$ cat config.mk
export PLATFORM = sky130hd
export DESIGN_NAME = video_timing_gen
export DESIGN_NICKNAME = d
export VERILOG_FILES = /design/src/rtl/vtg_pkg.sv /design/src/rtl/vtg_axis.sv /design/src/rtl/video_timing_gen.sv
export SDC_FILE = /design/constraint.sdc
export NUM_CORES = 1
export LEC_CHECK = 0
export ABC_AREA = 1
export ABC_CLOCK_PERIOD_IN_PS = 2200
export BUFFER_PORTS_ARGS = -buffer_cell sky130_fd_sc_hd__buf_2
export CAP_MARGIN = 10
export CORE_ASPECT_RATIO = 1.1
export CORE_UTILIZATION = 49
export CTS_CLUSTER_SIZE = 12
export DETAILED_ROUTE_END_ITERATION = 10
export GPL_TIMING_DRIVEN = 0
export PLACE_DENSITY = 0.76
export SLEW_MARGIN = 20
export SYNTH_ARGS = -nofsm -noshare
export SYNTH_HDL_FRONTEND = slang
export SYNTH_HIERARCHICAL = 1
export SYNTH_SLANG_ARGS = --single-unit
$ cat constraint.sdc
create_clock -name clk_sys -period 2.2 [get_ports clk_sys]
set_clock_uncertainty 0.1 [all_clocks]
set_input_delay 0.44 -clock clk_sys [delete_from_list [all_inputs] [get_ports clk_sys]]
set_output_delay 0.44 -clock clk_sys [all_outputs]
set_load 0.02 [all_outputs]
$ cat src/rtl/vtg_pkg.sv
// Shared types and defaults for the raster timing generator: per-axis timing
// description, default arcade timing and a small clamp helper.
package vtg_pkg;

    typedef struct packed {
        int blk_end;
        int blk_start;
        int s_start;
        int s_end;
        int jump_from;
        int jump_to;
        int last;
    } axis_cfg_t;

    localparam int DEF_CW          = 9;
    localparam int DEF_RGB_W       = 12;
    localparam int DEF_POS_OFS     = 16;

    localparam int DEF_H_BLK_END   = 15;
    localparam int DEF_H_BLK_START = 272;
    localparam int DEF_HS_START    = 311;
    localparam int DEF_HS_END      = 342;
    localparam int DEF_H_JUMP_FROM = 342;
    localparam int DEF_H_JUMP_TO   = 471;
    localparam int DEF_H_LAST      = 511;

    localparam int DEF_V_BLK_END   = 15;
    localparam int DEF_V_BLK_START = 207;
    localparam int DEF_VS_START    = 235;
    localparam int DEF_VS_END      = 242;
    localparam int DEF_V_JUMP_FROM = 242;
    localparam int DEF_V_JUMP_TO   = 492;
    localparam int DEF_V_LAST      = 511;

    localparam axis_cfg_t H_DEFAULT = '{
        blk_end:   DEF_H_BLK_END,
        blk_start: DEF_H_BLK_START,
        s_start:   DEF_HS_START,
        s_end:     DEF_HS_END,
        jump_from: DEF_H_JUMP_FROM,
        jump_to:   DEF_H_JUMP_TO,
        last:      DEF_H_LAST
    };

    function automatic int clamp(input int value, input int lo, input int hi);
        if (value < lo) return lo;
        if (value > hi) return hi;
        return value;
    endfunction

endpackage

$ cat src/rtl/vtg_axis.sv
// One raster axis: position counter with jump and wrap, plus blank and sync
// flags, all advancing only when 'advance' is high.
module vtg_axis
    import vtg_pkg::*;
#(
    parameter int        CW  = DEF_CW,
    parameter axis_cfg_t CFG = H_DEFAULT
) (
    input  logic          clk_sys,
    input  logic          reset_n,
    input  logic          advance,
    input  logic [CW-1:0] s_start,
    input  logic [CW-1:0] s_end,
    output logic [CW-1:0] cnt,
    output logic          blank,
    output logic          sync_n,
    output logic          wrap
);

    localparam logic [CW-1:0] BLK_END   = CW'(CFG.blk_end);
    localparam logic [CW-1:0] BLK_START = CW'(CFG.blk_start);
    localparam logic [CW-1:0] JUMP_FROM = CW'(CFG.jump_from);
    localparam logic [CW-1:0] JUMP_TO   = CW'(CFG.jump_to);
    localparam logic [CW-1:0] LAST      = CW'(CFG.last);

    logic [CW-1:0] cnt_next;

    // Wrapping at LAST takes priority over the jump.
    always_comb begin
        cnt_next = cnt + CW'(1);
        if (cnt == LAST) begin
            cnt_next = '0;
        end else if (cnt == JUMP_FROM) begin
            cnt_next = JUMP_TO;
        end
    end

    assign wrap = advance && (cnt == LAST);

    // Flags react to the position being left, so they change one step later.
    always_ff @(posedge clk_sys or negedge reset_n) begin
        if (!reset_n) begin
            cnt    <= '0;
            blank  <= 1'b1;
            sync_n <= 1'b1;
        end else if (advance) begin
            cnt <= cnt_next;
            if (cnt == BLK_END) begin
                blank <= 1'b0;
            end else if (cnt == BLK_START) begin
                blank <= 1'b1;
            end
            if (cnt == s_start) begin
                sync_n <= 1'b0;
            end else if (cnt == s_end) begin
                sync_n <= 1'b1;
            end
        end
    end

endmodule

$ cat src/rtl/video_timing_gen.sv
// Parametrised arcade raster timing generator with blanked RGB register stage.
// Define VTG_SHIFT_EN to allow runtime hsync/vsync shifting, latched per frame.
module video_timing_gen
    import vtg_pkg::*;
#(
    parameter int CW          = DEF_CW,
    parameter int RGB_W       = DEF_RGB_W,
    parameter int H_BLK_END   = DEF_H_BLK_END,
    parameter int H_BLK_START = DEF_H_BLK_START,
    parameter int HS_START    = DEF_HS_START,
    parameter int HS_END      = DEF_HS_END,
    parameter int H_JUMP_FROM = DEF_H_JUMP_FROM,
    parameter int H_JUMP_TO   = DEF_H_JUMP_TO,
    parameter int H_LAST      = DEF_H_LAST,
    parameter int V_BLK_END   = DEF_V_BLK_END,
    parameter int V_BLK_START = DEF_V_BLK_START,
    parameter int VS_START    = DEF_VS_START,
    parameter int VS_END      = DEF_VS_END,
    parameter int V_JUMP_FROM = DEF_V_JUMP_FROM,
    parameter int V_JUMP_TO   = DEF_V_JUMP_TO,
    parameter int V_LAST      = DEF_V_LAST,
    parameter int POS_OFS     = DEF_POS_OFS
) (
    input  logic             clk_sys,
    input  logic             reset_n,
    input  logic             ce_pix,
    input  logic [RGB_W-1:0] rgb_in,
    input  logic [3:0]       h_shift,
    input  logic [3:0]       v_shift,
    output logic [CW-1:0]    hpos,
    output logic [CW-1:0]    vpos,
    output logic [RGB_W-1:0] rgb_out,
    output logic             hblank,
    output logic             vblank,
    output logic             hs_n,
    output logic             vs_n,
    output logic             de,
    output logic             line_start,
    output logic             frame_start
);

    localparam axis_cfg_t H_CFG = '{
        blk_end: H_BLK_END, blk_start: H_BLK_START, s_start: HS_START, s_end: HS_END,
        jump_from: H_JUMP_FROM, jump_to: H_JUMP_TO, last: H_LAST
    };
    localparam axis_cfg_t V_CFG = '{
        blk_end: V_BLK_END, blk_start: V_BLK_START, s_start: VS_START, s_end: VS_END,
        jump_from: V_JUMP_FROM, jump_to: V_JUMP_TO, last: V_LAST
    };
    localparam logic [CW-1:0] POS_OFS_C = CW'(POS_OFS);

    logic [CW-1:0] hcnt;
    logic [CW-1:0] vcnt;
    logic          h_wrap;
    logic          v_wrap;
    logic [CW-1:0] hs_start_eff;
    logic [CW-1:0] hs_end_eff;
    logic [CW-1:0] vs_start_eff;
    logic [CW-1:0] vs_end_eff;

`ifdef VTG_SHIFT_EN
    logic [3:0] h_shift_q;
    logic [3:0] v_shift_q;
    int         hs_start_i;
    int         hs_end_i;
    int         vs_start_i;
    int         vs_end_i;

    // Shifts only take effect at a frame boundary so a frame never tears.
    always_ff @(posedge clk_sys or negedge reset_n) begin
        if (!reset_n) begin
            h_shift_q <= '0;
            v_shift_q <= '0;
        end else if (v_wrap) begin
            h_shift_q <= h_shift;
            v_shift_q <= v_shift;
        end
    end

    always_comb begin
        hs_start_i = clamp(HS_START + int'($signed(h_shift_q)), H_BLK_START + 1, H_JUMP_FROM - 1);
        hs_end_i   = clamp(HS_END + int'($signed(h_shift_q)), hs_start_i + 1, H_JUMP_FROM);
        vs_start_i = clamp(VS_START + int'($signed(v_shift_q)), V_BLK_START + 1, V_JUMP_FROM - 1);
        vs_end_i   = clamp(VS_END + int'($signed(v_shift_q)), vs_start_i + 1, V_JUMP_FROM);
    end

    assign hs_start_eff = CW'(hs_start_i);
    assign hs_end_eff   = CW'(hs_end_i);
    assign vs_start_eff = CW'(vs_start_i);
    assign vs_end_eff   = CW'(vs_end_i);
`else
    logic unused_shift;

    assign unused_shift = ^{h_shift, v_shift};
    assign hs_start_eff = CW'(HS_START);
    assign hs_end_eff   = CW'(HS_END);
    assign vs_start_eff = CW'(VS_START);
    assign vs_end_eff   = CW'(VS_END);
`endif

    vtg_axis #(
        .CW  (CW),
        .CFG (H_CFG)
    ) u_h_axis (
        .clk_sys (clk_sys),
        .reset_n (reset_n),
        .advance (ce_pix),
        .s_start (hs_start_eff),
        .s_end   (hs_end_eff),
        .cnt     (hcnt),
        .blank   (hblank),
        .sync_n  (hs_n),
        .wrap    (h_wrap)
    );

    vtg_axis #(
        .CW  (CW),
        .CFG (V_CFG)
    ) u_v_axis (
        .clk_sys (clk_sys),
        .reset_n (reset_n),
        .advance (h_wrap),
        .s_start (vs_start_eff),
        .s_end   (vs_end_eff),
        .cnt     (vcnt),
        .blank   (vblank),
        .sync_n  (vs_n),
        .wrap    (v_wrap)
    );

    assign hpos = hcnt - POS_OFS_C;
    assign vpos = vcnt - POS_OFS_C;

    // Strobes last one clk_sys; pixel data uses the flags of the pixel being shown.
    always_ff @(posedge clk_sys or negedge reset_n) begin
        if (!reset_n) begin
            rgb_out     <= '0;
            de          <= 1'b0;
            line_start  <= 1'b0;
            frame_start <= 1'b0;
        end else begin
            line_start  <= h_wrap;
            frame_start <= v_wrap;
            if (ce_pix) begin
                rgb_out <= (hblank || vblank) ? '0 : rgb_in;
                de      <= !(hblank || vblank);
            end
        end
    end

endmodule

==> metrics.md <==
| Metric | Value |
|---|---|
| Status | finished, violations left |
| Failing checks | negative setup slack |
| Final ANT Viol Nets | 0 |
| Crit-path max FO | 5 |
| Residual DRC | 0 |
| Worst-path clk slew | 0.07 ns |
| Overall power | between 2 and 3 mW |
| Ys async rst share | 1.00 |
| Seq. cell area | about 930 um2 |
| EDFF count, synth | 0 |
| Crit path time final | between 2 and 2.5 ns |
| Synth Area per Inst | between 6 and 7 um2 |
| Total core area | a little over 5000 um2 |
| Power per Cell Area | roughly 740 nW/um2 |
| Ant diodes | 0 |
| CTS Buf Count | 5 |
| Max-cap violation count | 0 |
| FF+latch count, synth | 37 |
| Worst setup SP type | flip-flop |
| Worst reg2reg path startpoint | u_h_axis/cnt[0]$_DFFE_PN0P_ |
| Commonest cells post-synth | 142 x nand2_1, 58 x inv_1, 40 x nor2_1, 33 x dfrtp_1, 28 x nand3_1 |
| Reg2Reg Setup Slack | -0.03 ns |
| IO Port Bufs | 51 |
| Routed wire length | ~6.1 mm |
| Synth Flop Type | dfrtp_1 |
| Initial antenna violation count | 0 |
| Setup-failing EPs final | 2 |
| Worst setup EP type | flip-flop |
| Worst Tran Pin Value | 0.825 ns |
| Rows | 27 |
| Clock Path Buffers | 2 |
| H-tree levels | 2 |
| Via Count | around 2,700 |
| CTS Root Buffer Type | clkbuf_8 |
| Critical Path Sink | u_v_axis/sync_n$_DFFE_PN1P_ |
| Final Worst Setup Slack | -0.0269 ns |
| Hold Vio Cnt, Final | 0 |
| Leakage | 2.06 nW |
| Top-Level Pins | 60 |
| Dpl hpwl | between 4 and 5 mm |
| Reg2reg end | u_v_axis/sync_n$_DFFE_PN1P_ |
| Total GRT Usage | 0.225 |
| Most common cell in the netlist | nand2_1 |
| Fin area | approximately 3500 um2 |
| Placed Instance Area | between 3000 and 4000 um2 |
| Hold WC Path Type | input pin to async pin |
| R2R cell count | 14 |
| Period utilization | 1.01 |
| Die height | 79.6 um |
| Avg Vias per Cell | ~4.4 |
| Die area | between 5000 and 6000 um2 |
| Total grt overflow | 0 |
| Worst-Skew Late Latency | roughly 0.29 ns |
| Number of synthesis warnings | 6 |
| Synth top area share | 0.308 |
| Largest net degree at the start of global routing | 38 |
| Die W | ~73 um |
| Drt pass-1 iters | 4 |
| Relative slew margins | 0.450 |
| Fillcell total | roughly 490 |
| Clk sinks | 37 |
| First-pass GRT wire length | just over 10 mm |
| Crit path DAT | 2.35 ns |
| Pre-CTS WS | -0.267 ns |
| Cell Area, Synth | ~2700 um2 |
| RSZ-0062 raised after global routing | yes |
| Area leader, netlist | dfrtp_1 |
| Synth cell types | 30 |
| Final net count | roughly 570 |
| Required @ worst endpoint | about 2.3 ns |
| Fin. max-slew vios | 0 |
| Layout area overhead | 29.8% |
| Post-layout util | 0.677 |
| Cells after Synth | roughly 410 |
| CTS tree | yes |
| Wirelength per Cell | ~10 um |
| Final GP Congestion | between 0.9 and 1 |
| Vias in the first global route | around 2,400 |
| Max VDD drop | approximately 0.38 mV |
| Starting Density | 0.522 |
| Synth top area cells | dfrtp_1 31%, nand2_1 20%, inv_1 8.1% |
| Detailed Route Iter0 Violations | 189 |
| CP Launch Point | u_h_axis/cnt[0]$_DFFE_PN0P_ |
| Area of the multi-input gates | between 1500 and 2000 um2 |
| Sequential area share after synthesis | 0.348 |
| CP Class | flip-flop to flip-flop |
| Share of layout cells above drive strength 1 | 0.217 |
| Max Clk Rate | ~450 MHz |
-- routing by layer --
layer	wire (um)	track usage
met1	2650	0.269
met2	3150	0.405
met3	195	0.0391
met4	115	0.0706
met5	0	0
-- worst max-delay path, cell delays in order (launching register included) --
cell	delay [ns]
dfrtp_1	0.40
ha_4	0.15
nand2_2	0.06
inv_2	0.08
nand3b_1	0.12
nor3_2	0.25
ha_2	0.25
nand2_2	0.07
inv_2	0.09
inv_2	0.08
nor2_1	0.10
nand2_1	0.05
nor2_1	0.11
nand3_1	0.09
a21oi_1	0.14
-- cell families after synthesis --
family	Yosys count	synth area share
flip-flops	37	0.348
AO/OA/AOI/OAI	41	0.0855
XOR/XNOR	12	0.0392
buffers and inverters	74	0.114
other	2	0.00280
AND/OR/NAND/NOR	231	0.369
adder cells (fa/ha/maj)	9	0.0420
-- area by class of cell --
cell class | count | area share
Buffer | 8 | 0.0184
Clock inverter | 2 | 0.00396
Clock buffer | 6 | 0.0237
Timing Repair Buffer | 62 | 0.0972
Inverter | 66 | 0.0712
Multi-Input combinational cell | 357 | 0.491
Tap cell | 72 | 0.0259
Sequential cell | 37 | 0.268
-- power breakdown --
group,internal [mW],switching (mW)
Sequential,0.815,0.151
Combinational,0.382,0.701
Clock,0.254,0.256
Total,1.45,1.11
-- placed cells by master, fill, tap and decap left out, drive strengths merged --
| cell type | synthesis | routed |
|---|---|---|
| nand3b | 1 | 1 |
| nand3 | 30 | 30 |
| o22ai | 5 | 5 |
| xnor2 | 4 | 4 |
| ha | 9 | 9 |
| buf | 8 | 70 |
| nor3 | 7 | 7 |
| nor2 | 44 | 44 |
| dfrtp | 33 | 33 |
| nand4 | 4 | 4 |
| clkbuf | 0 | 6 |
| conb | 2 | 64 |
| xor2 | 8 | 8 |
| nand2 | 145 | 145 |
| o211ai | 1 | 1 |
| dfstp | 4 | 4 |
| inv | 66 | 66 |
| a21oi | 10 | 10 |
| o21ai | 25 | 25 |
| clkinv | 0 | 2 |
-- metrics by stage --
stage                     cells  TNS (ns)  hold slack, ns
after global placement      591     -1.21           0.350
after floorplan             468         0          0.0444
after detailed placement    591     -1.63           0.360
after global routing        610    -0.382           0.208
final                       610   -0.0332           0.140
after CTS                   601         0           0.169
-- worst min path at each step --
stage / start / end / slack, ns / cells past startpoint
floorplan: reset_n / de$_DFFE_PN0P_ / 0.04 / 0
global placement: u_v_axis/sync_n$_DFFE_PN1P_ / u_v_axis/sync_n$_DFFE_PN1P_ / 0.35 / 2
detailed placement: rgb_out[0]$_DFFE_PN0P_ / rgb_out[0]$_DFFE_PN0P_ / 0.36 / 2
CTS: reset_n / u_v_axis/cnt[5]$_DFFE_PN0P_ / 0.17 / 1
global route: reset_n / rgb_out[3]$_DFFE_PN0P_ / 0.21 / 1
finish: reset_n / rgb_out[3]$_DFFE_PN0P_ / 0.14 / 1
-- registers in the layout (all words and copies together), names as in the netlist --
| register | cells |
|---|---|
| rgb_out | 12 |
| frame_start | 1 |
| u_h_axis/sync_n | 1 |
| u_v_axis/cnt | 9 |
| u_v_axis/blank | 1 |
| u_h_axis/cnt | 9 |
| u_v_axis/sync_n | 1 |
| line_start | 1 |
| de | 1 |
| u_h_axis/blank | 1 |
-- repair_timing --
item                       CTS  global route
setup endpoints to repair   11            11
gates resized for setup      6             8
hold buffers                 0             0
pin swaps                    0             5
buffers inserted             2             9
No activity file was read; power rests on OpenSTA's default activity.
